## src/rtl/i2s_rx_deserializer.sv

```systemverilog
// I2S receiver: oversamples sclk/lrck/sdata on clk and deserializes each channel slot into a
// parallel sample with a one-cycle strobe. Define I2S_RX_ERR_EN to add the short-slot counter.
module i2s_rx_deserializer #(
  parameter int DATA_WIDTH  = 24,
  parameter int SYNC_STAGES = 2
) (
  input  logic                  clk,
  input  logic                  rst,
  input  logic                  i2s_sclk,
  input  logic                  i2s_lrck,
  input  logic                  i2s_sdata,
  output logic [DATA_WIDTH-1:0] rx_data,
  output logic                  rx_right,
  output logic                  rx_valid
`ifdef I2S_RX_ERR_EN
  ,
  output logic [7:0]            rx_err_count
`endif
);

  localparam int CW = $clog2(DATA_WIDTH + 1);

  typedef enum logic [1:0] {
    ST_IDLE  = 2'd0,
    ST_ARM   = 2'd1,
    ST_SHIFT = 2'd2,
    ST_HOLD  = 2'd3
  } state_t;

  logic [SYNC_STAGES-1:0] r_sclk_sync;
  logic [SYNC_STAGES-1:0] r_lrck_sync;
  logic [SYNC_STAGES-1:0] r_sdata_sync;
  logic                   r_sclk_d;

  state_t                 r_state;
  state_t                 w_state_n;
  // The oldest bit drops out on the completing shift, so DATA_WIDTH-1 stored bits suffice.
  logic [DATA_WIDTH-2:0]  r_sr;
  logic [DATA_WIDTH-2:0]  w_sr_n;
  logic [CW-1:0]          r_cnt;
  logic [CW-1:0]          w_cnt_n;
  logic                   r_lrck_prev;
  logic                   w_prev_n;
  logic                   r_ch;
  logic                   w_ch_n;
  logic                   w_emit;

  logic [DATA_WIDTH-1:0]  r_rx_data;
  logic                   r_rx_right;
  logic                   r_rx_valid;

  logic                   w_sclk;
  logic                   w_lrck;
  logic                   w_sdata;
  logic                   w_rise;
  logic                   w_lr_chg;
  logic [DATA_WIDTH-1:0]  w_sr_shift;
  logic [CW-1:0]          w_cnt_inc;

  always_ff @(posedge clk) begin
    if (rst) begin
      r_sclk_sync  <= '0;
      r_lrck_sync  <= '0;
      r_sdata_sync <= '0;
      r_sclk_d     <= 1'b0;
    end else begin
      r_sclk_sync  <= {r_sclk_sync[SYNC_STAGES-2:0], i2s_sclk};
      r_lrck_sync  <= {r_lrck_sync[SYNC_STAGES-2:0], i2s_lrck};
      r_sdata_sync <= {r_sdata_sync[SYNC_STAGES-2:0], i2s_sdata};
      r_sclk_d     <= r_sclk_sync[SYNC_STAGES-1];
    end
  end

  assign w_sclk     = r_sclk_sync[SYNC_STAGES-1];
  assign w_lrck     = r_lrck_sync[SYNC_STAGES-1];
  assign w_sdata    = r_sdata_sync[SYNC_STAGES-1];
  assign w_rise     = w_sclk & ~r_sclk_d;
  assign w_lr_chg   = (w_lrck != r_lrck_prev);
  assign w_sr_shift = {r_sr, w_sdata};
  assign w_cnt_inc  = r_cnt + CW'(1);

  always_comb begin
    w_state_n = r_state;
    w_sr_n    = r_sr;
    w_cnt_n   = r_cnt;
    w_prev_n  = r_lrck_prev;
    w_ch_n    = r_ch;
    w_emit    = 1'b0;
    if (w_rise) begin
      case (r_state)
        ST_IDLE: begin
          w_prev_n  = w_lrck;
          w_state_n = ST_ARM;
        end
        ST_ARM: begin
          if (w_lr_chg) begin
            w_ch_n    = w_lrck;
            w_cnt_n   = '0;
            w_prev_n  = w_lrck;
            w_state_n = ST_SHIFT;
          end else begin
            w_state_n = ST_ARM;
          end
        end
        ST_SHIFT: begin
          w_sr_n  = w_sr_shift[DATA_WIDTH-2:0];
          w_cnt_n = w_cnt_inc;
          if (w_cnt_inc == CW'(DATA_WIDTH)) begin
            w_emit    = 1'b1;
            w_state_n = ST_HOLD;
          end else begin
            w_state_n = ST_SHIFT;
          end
          // The shifted bit closes the old slot before a channel change restarts the count.
          if (w_lr_chg) begin
            w_cnt_n   = '0;
            w_ch_n    = w_lrck;
            w_prev_n  = w_lrck;
            w_state_n = ST_SHIFT;
          end else begin
            w_prev_n  = r_lrck_prev;
          end
        end
        ST_HOLD: begin
          if (w_lr_chg) begin
            w_cnt_n   = '0;
            w_ch_n    = w_lrck;
            w_prev_n  = w_lrck;
            w_state_n = ST_SHIFT;
          end else begin
            w_state_n = ST_HOLD;
          end
        end
        default: begin
          w_state_n = ST_IDLE;
        end
      endcase
    end else begin
      w_state_n = r_state;
    end
  end

  always_ff @(posedge clk) begin
    if (rst) begin
      r_state     <= ST_IDLE;
      r_sr        <= '0;
      r_cnt       <= '0;
      r_lrck_prev <= 1'b0;
      r_ch        <= 1'b0;
      r_rx_data   <= '0;
      r_rx_right  <= 1'b0;
      r_rx_valid  <= 1'b0;
    end else begin
      r_state     <= w_state_n;
      r_sr        <= w_sr_n;
      r_cnt       <= w_cnt_n;
      r_lrck_prev <= w_prev_n;
      r_ch        <= w_ch_n;
      r_rx_valid  <= w_emit;
      if (w_emit) begin
        r_rx_data  <= w_sr_shift;
        r_rx_right <= r_ch;
      end
    end
  end

  assign rx_data  = r_rx_data;
  assign rx_right = r_rx_right;
  assign rx_valid = r_rx_valid;

`ifdef I2S_RX_ERR_EN
  logic       w_short;
  logic [7:0] r_err_cnt;

  assign w_short = w_rise && (r_state == ST_SHIFT) && w_lr_chg && (w_cnt_inc != CW'(DATA_WIDTH));

  always_ff @(posedge clk) begin
    if (rst) begin
      r_err_cnt <= 8'd0;
    end else if (w_short && (r_err_cnt != 8'hFF)) begin
      r_err_cnt <= r_err_cnt + 8'd1;
    end
  end

  assign rx_err_count = r_err_cnt;
`endif

endmodule

```

## config.mk

```make
export PLATFORM = sky130hd
export DESIGN_NAME = i2s_rx_deserializer
export DESIGN_NICKNAME = d
export VERILOG_FILES = /design/src/rtl/i2s_rx_deserializer.sv
export SDC_FILE = /design/constraint.sdc
export NUM_CORES = 1
export LEC_CHECK = 0
export ABC_AREA = 1
export ABC_CLOCK_PERIOD_IN_PS = 1850
export BUFFER_PORTS_ARGS = -buffer_cell sky130_fd_sc_hd__buf_2
export CELL_PAD_IN_SITES_DETAIL_PLACEMENT = 1
export CELL_PAD_IN_SITES_GLOBAL_PLACEMENT = 1
export CORE_MARGIN = 2
export CORE_UTILIZATION = 41
export CTS_BUF_LIST = sky130_fd_sc_hd__clkbuf_16
export CTS_CLUSTER_SIZE = 28
export DETAILED_ROUTE_END_ITERATION = 16
export PLACE_DENSITY = 0.82
export SETUP_SLACK_MARGIN = 0.3
export SYNTH_ARGS = -nofsm -noshare
export SYNTH_HDL_FRONTEND = slang
export SYNTH_SLANG_ARGS = --single-unit
```

## constraint.sdc

```tcl
create_clock -name clk -period 1.85 [get_ports clk]
set_input_delay 0.0925 -clock clk [delete_from_list [all_inputs] [get_ports clk]]
set_output_delay 0.0925 -clock clk [all_outputs]
set_load 0.01 [all_outputs]
```

==> summary.md <==
| Metric | Value |
|---|---|
| Status | `finished, final reports clean` |
| Placed inst area | `approximately 2800 um2` |
| Wire per inst | `about 17 um` |
| Synthesis-to-finish area growth | `32.3%` |
| Filler cells | `between 700 and 800` |
| Ant diodes | `0` |
| Tightest Hold Check Type | `in -> reg` |
| RSZ-0062 raised after global routing | `true` |
| Number of port buffers | `30` |
| Largest net degree at the start of global routing | `between 50 and 60` |
| Synthesized flop and latch total | `65` |
| Largest cells by area after synthesis | `dfxtp_1 (50%), nor2_1 (12%), nand2_1 (9.2%)` |
| Die width | `about 84 um` |
| Vias per inst | `about 5` |
| Antenna violations before repair | `0` |
| Synth Warn # | `0` |
| Post-synth top cells | `nor2_1 (81), dfxtp_1 (65), nand2_1 (64), inv_1 (40), nand3_1 (30)` |
| Classification of the worst setup path | `reg -> reg` |
| Most common cell in the netlist | `nor2_1` |
| Clk buf depth | `2` |
| 1st-iter DRT viols | `roughly 120` |
| # rows | `29` |
| Die Ht | `about 84 um` |
| Clock slew seen by the registers of the worst setup and hold paths | `0.06 ns` |
| Clk sinks | `65` |
| Buf/Inv on CP | `4` |
| Drt pass-1 iters | `4` |
| Final wirelength | `about 8000 um` |
| Final worst path period share | `between 80% and 90%` |
| Post-synth EDFFs | `0` |
| Yosys top cell area share | `approximately half` |
| Nets | `410` |
| Final Critical Period | `1.59 ns` |
| Clk root buf | `clkbuf_16` |
| Synth Flop Type | `dfxtp_1` |
| Crit path max-delay cell type | `dfxtp_4` |
| Vias after detailed routing | `~2500` |
| Setup TNS Final | `0 ns` |
| CTS H-tree lvls | `3` |
| Number of buffers created by CTS | `9` |
| PwrDens | `1000 nW/um2` |
| Setup crit start kind | `register` |
| Drt drc | `0` |
| Clock latency on the worst-skew pair | `0.33 ns` |
| Finished layout cell area | `around 3500 um2` |
| Worst-Margin Slew | `about 0.55 ns` |
| Max-cap viol count | `0` |
| Synth cell types | `23` |
| Total grt overflow | `0` |
| Async set-reset flop share out of synthesis | `0%` |
| Pre-CTS worst setup slack | `roughly 0.12 ns` |
| CTS tree | `yes` |
| Dpl hpwl | `between 3000 and 4000 um` |
| Die area | `7060 um2` |
| Synth area leader | `dfxtp_1` |
| Crit Path Max Fanout | `8` |
| Register area share after synthesis | `~50%` |
| First-pass GRT wire length | `11800 um` |
| Fraction of layout cells with a size suffix above 1 | `between 20% and 30%` |
| CP Capture Type | `register` |
| Final hold vios | `0` |
| Mapped Area | `around 2600 um2` |
| WP data required | `between 2 and 2.5 ns` |
| Crit path max-delay family | `buffers and inverters` |
| Routed Antenna Nets | `0` |
| Mapped Nets | `363` |
| Crit-path max cell delay | `roughly 0.38 ns` |
| Fmax achieved | `629 MHz` |
| Synthesized area per cell | `around 7.4 um2` |
| Final setup vio count | `0` |
| Slew headroom | `a little under two thirds` |
| GP Congestion | `0.738` |
| GRT Total Usage | `21.4%` |
| Initial Util | `between 40% and 50%` |
| Critical Path AT | `between 1.5 and 2 ns` |
| LEAKAGE | `approximately 1.5 nW` |
| Number of global-route vias before repair | `approximately 2500` |
| Crit-path cells | `buf_4 -> ha_4 -> inv_1 -> nor2_4 -> nand3_4 -> nor2_8 -> buf_12 -> buf_6 -> nand3_2 -> nand2_1` |
| Peak VDD IR | `about 620 uV` |
| Max Slew Vio Count | `0` |
| Clock Skew | `0.00361 ns` |
| Final setup margin | `between 0.2 and 0.3 ns` |
| CORE AREA | `~6300 um2` |
| I/O pins | `31` |
| Synth Instances | `around 360` |
[through the flow]
step / util [%] / hold slack, ns / std cells / power, mW
floorplan: - / 0.199 / 356 / 1.50
global placement: 45.0 / 0.293 / 451 / 1.51
detailed placement: 45.0 / 0.305 / 451 / 1.51
CTS: 53.3 / 0.296 / 480 / 3.47
global route: 55.3 / 0.320 / 485 / 3.56
finish: 55.3 / 0.296 / 485 / 3.48
[sequential cells by signal, summed over array words and instances, names as in the netlist]
name          flops
r_sdata_sync      2
r_cnt             5
rx_data          24
rx_right          1
r_lrck_prev       1
r_sclk_d          1
r_lrck_sync       2
r_state           2
r_ch              1
rx_valid          1
r_sr             23
r_sclk_sync       2
[cell type report]
class,count,area (um2),area share (%)
clock buffer,9,225,6.49
clock inverter,7,119,3.42
inverter,44,176,5.08
multi-input combinational,229,1160,33.4
sequential,65,1310,37.7
tap,77,96.3,2.77
timing repair buffer,52,370,10.7
timing repair inverter,2,15.0,0.432
[worst paths after layout]
path | from | cells after the start | endpoint | slack (ns)
worst min register to register | r_sdata_sync[0] | 2 | r_sdata_sync[1] | 0.40
worst min-delay path | rst | 3 | r_sdata_sync[1] | 0.30
worst max register to register | r_cnt[0] | 10 | rx_data[13] | 0.26
worst max-delay path | r_cnt[0] | 10 | rx_data[13] | 0.26
[worst register-to-register path, stage by stage (launching register included)]
cell     delay [ns]
dfxtp_4        0.38
buf_4          0.14
ha_4           0.14
inv_1          0.06
nor2_4         0.14
nand3_4        0.10
nor2_8         0.10
buf_12         0.16
buf_6          0.16
nand3_2        0.07
nand2_1        0.07
[power breakdown]
group	total [mW]	switching [mW]	internal [mW]
Combinational	0.0804	0.0574	0.0230
Clock	1.98	0.669	1.32
Sequential	1.41	0.00526	1.41
Total	3.48	0.731	2.75
[timing repair]
| item | CTS | global route |
|---|---|---|
| setup endpoints to repair | 26 | 44 |
| hold endpoints to repair | 3 | 0 |
| buffers inserted | 8 | 4 |
| hold buffers | 3 | 0 |
| gates resized for setup | 22 | 18 |
| cloned | 2 | 1 |
| pin swaps | 14 | 14 |
[per-layer routing]
metal,track usage (%),part of all wire (%)
met2,36.9,51
met3,4.15,3.6
met4,13.0,3.2
met1,24.3,43
met5,0,0
[logic make-up (layout without fill, tap and decap cells)]
group                    after synthesis  in the layout  synth area share (%)
AND/OR/NAND/NOR                      190            190                  31.8
flip-flops                            65             65                  49.6
buffers and inverters                 62            114                  10.5
AO/OA/AOI/OAI                         36             36                  6.87
adder cells (fa/ha/maj)                2              2                 0.954
XOR/XNOR                               1              1                 0.334
[cell usage in the layout (no fill, tap or decap), types with 2 or more instances in the layout]
cell type / instances
bufinv_16: 3
dfxtp_1: 62
dfxtp_4: 2
nand3_2: 7
nor2_2: 2
inv_4: 2
nand2_1: 58
buf_6: 4
clkbuf_16: 9
buf_2: 30
a21oi_1: 9
nor2_1: 80
nand4_1: 5
dlygate4sd3_1: 3
nor2_4: 2
buf_4: 12
nand3_4: 4
o21ai_0: 26
nand2_2: 7
inv_2: 2
clkinv_4: 2
nand2_4: 2
buf_12: 2
inv_1: 39
ha_4: 2
nand3_1: 21
(Power assumes the default switching activity.)
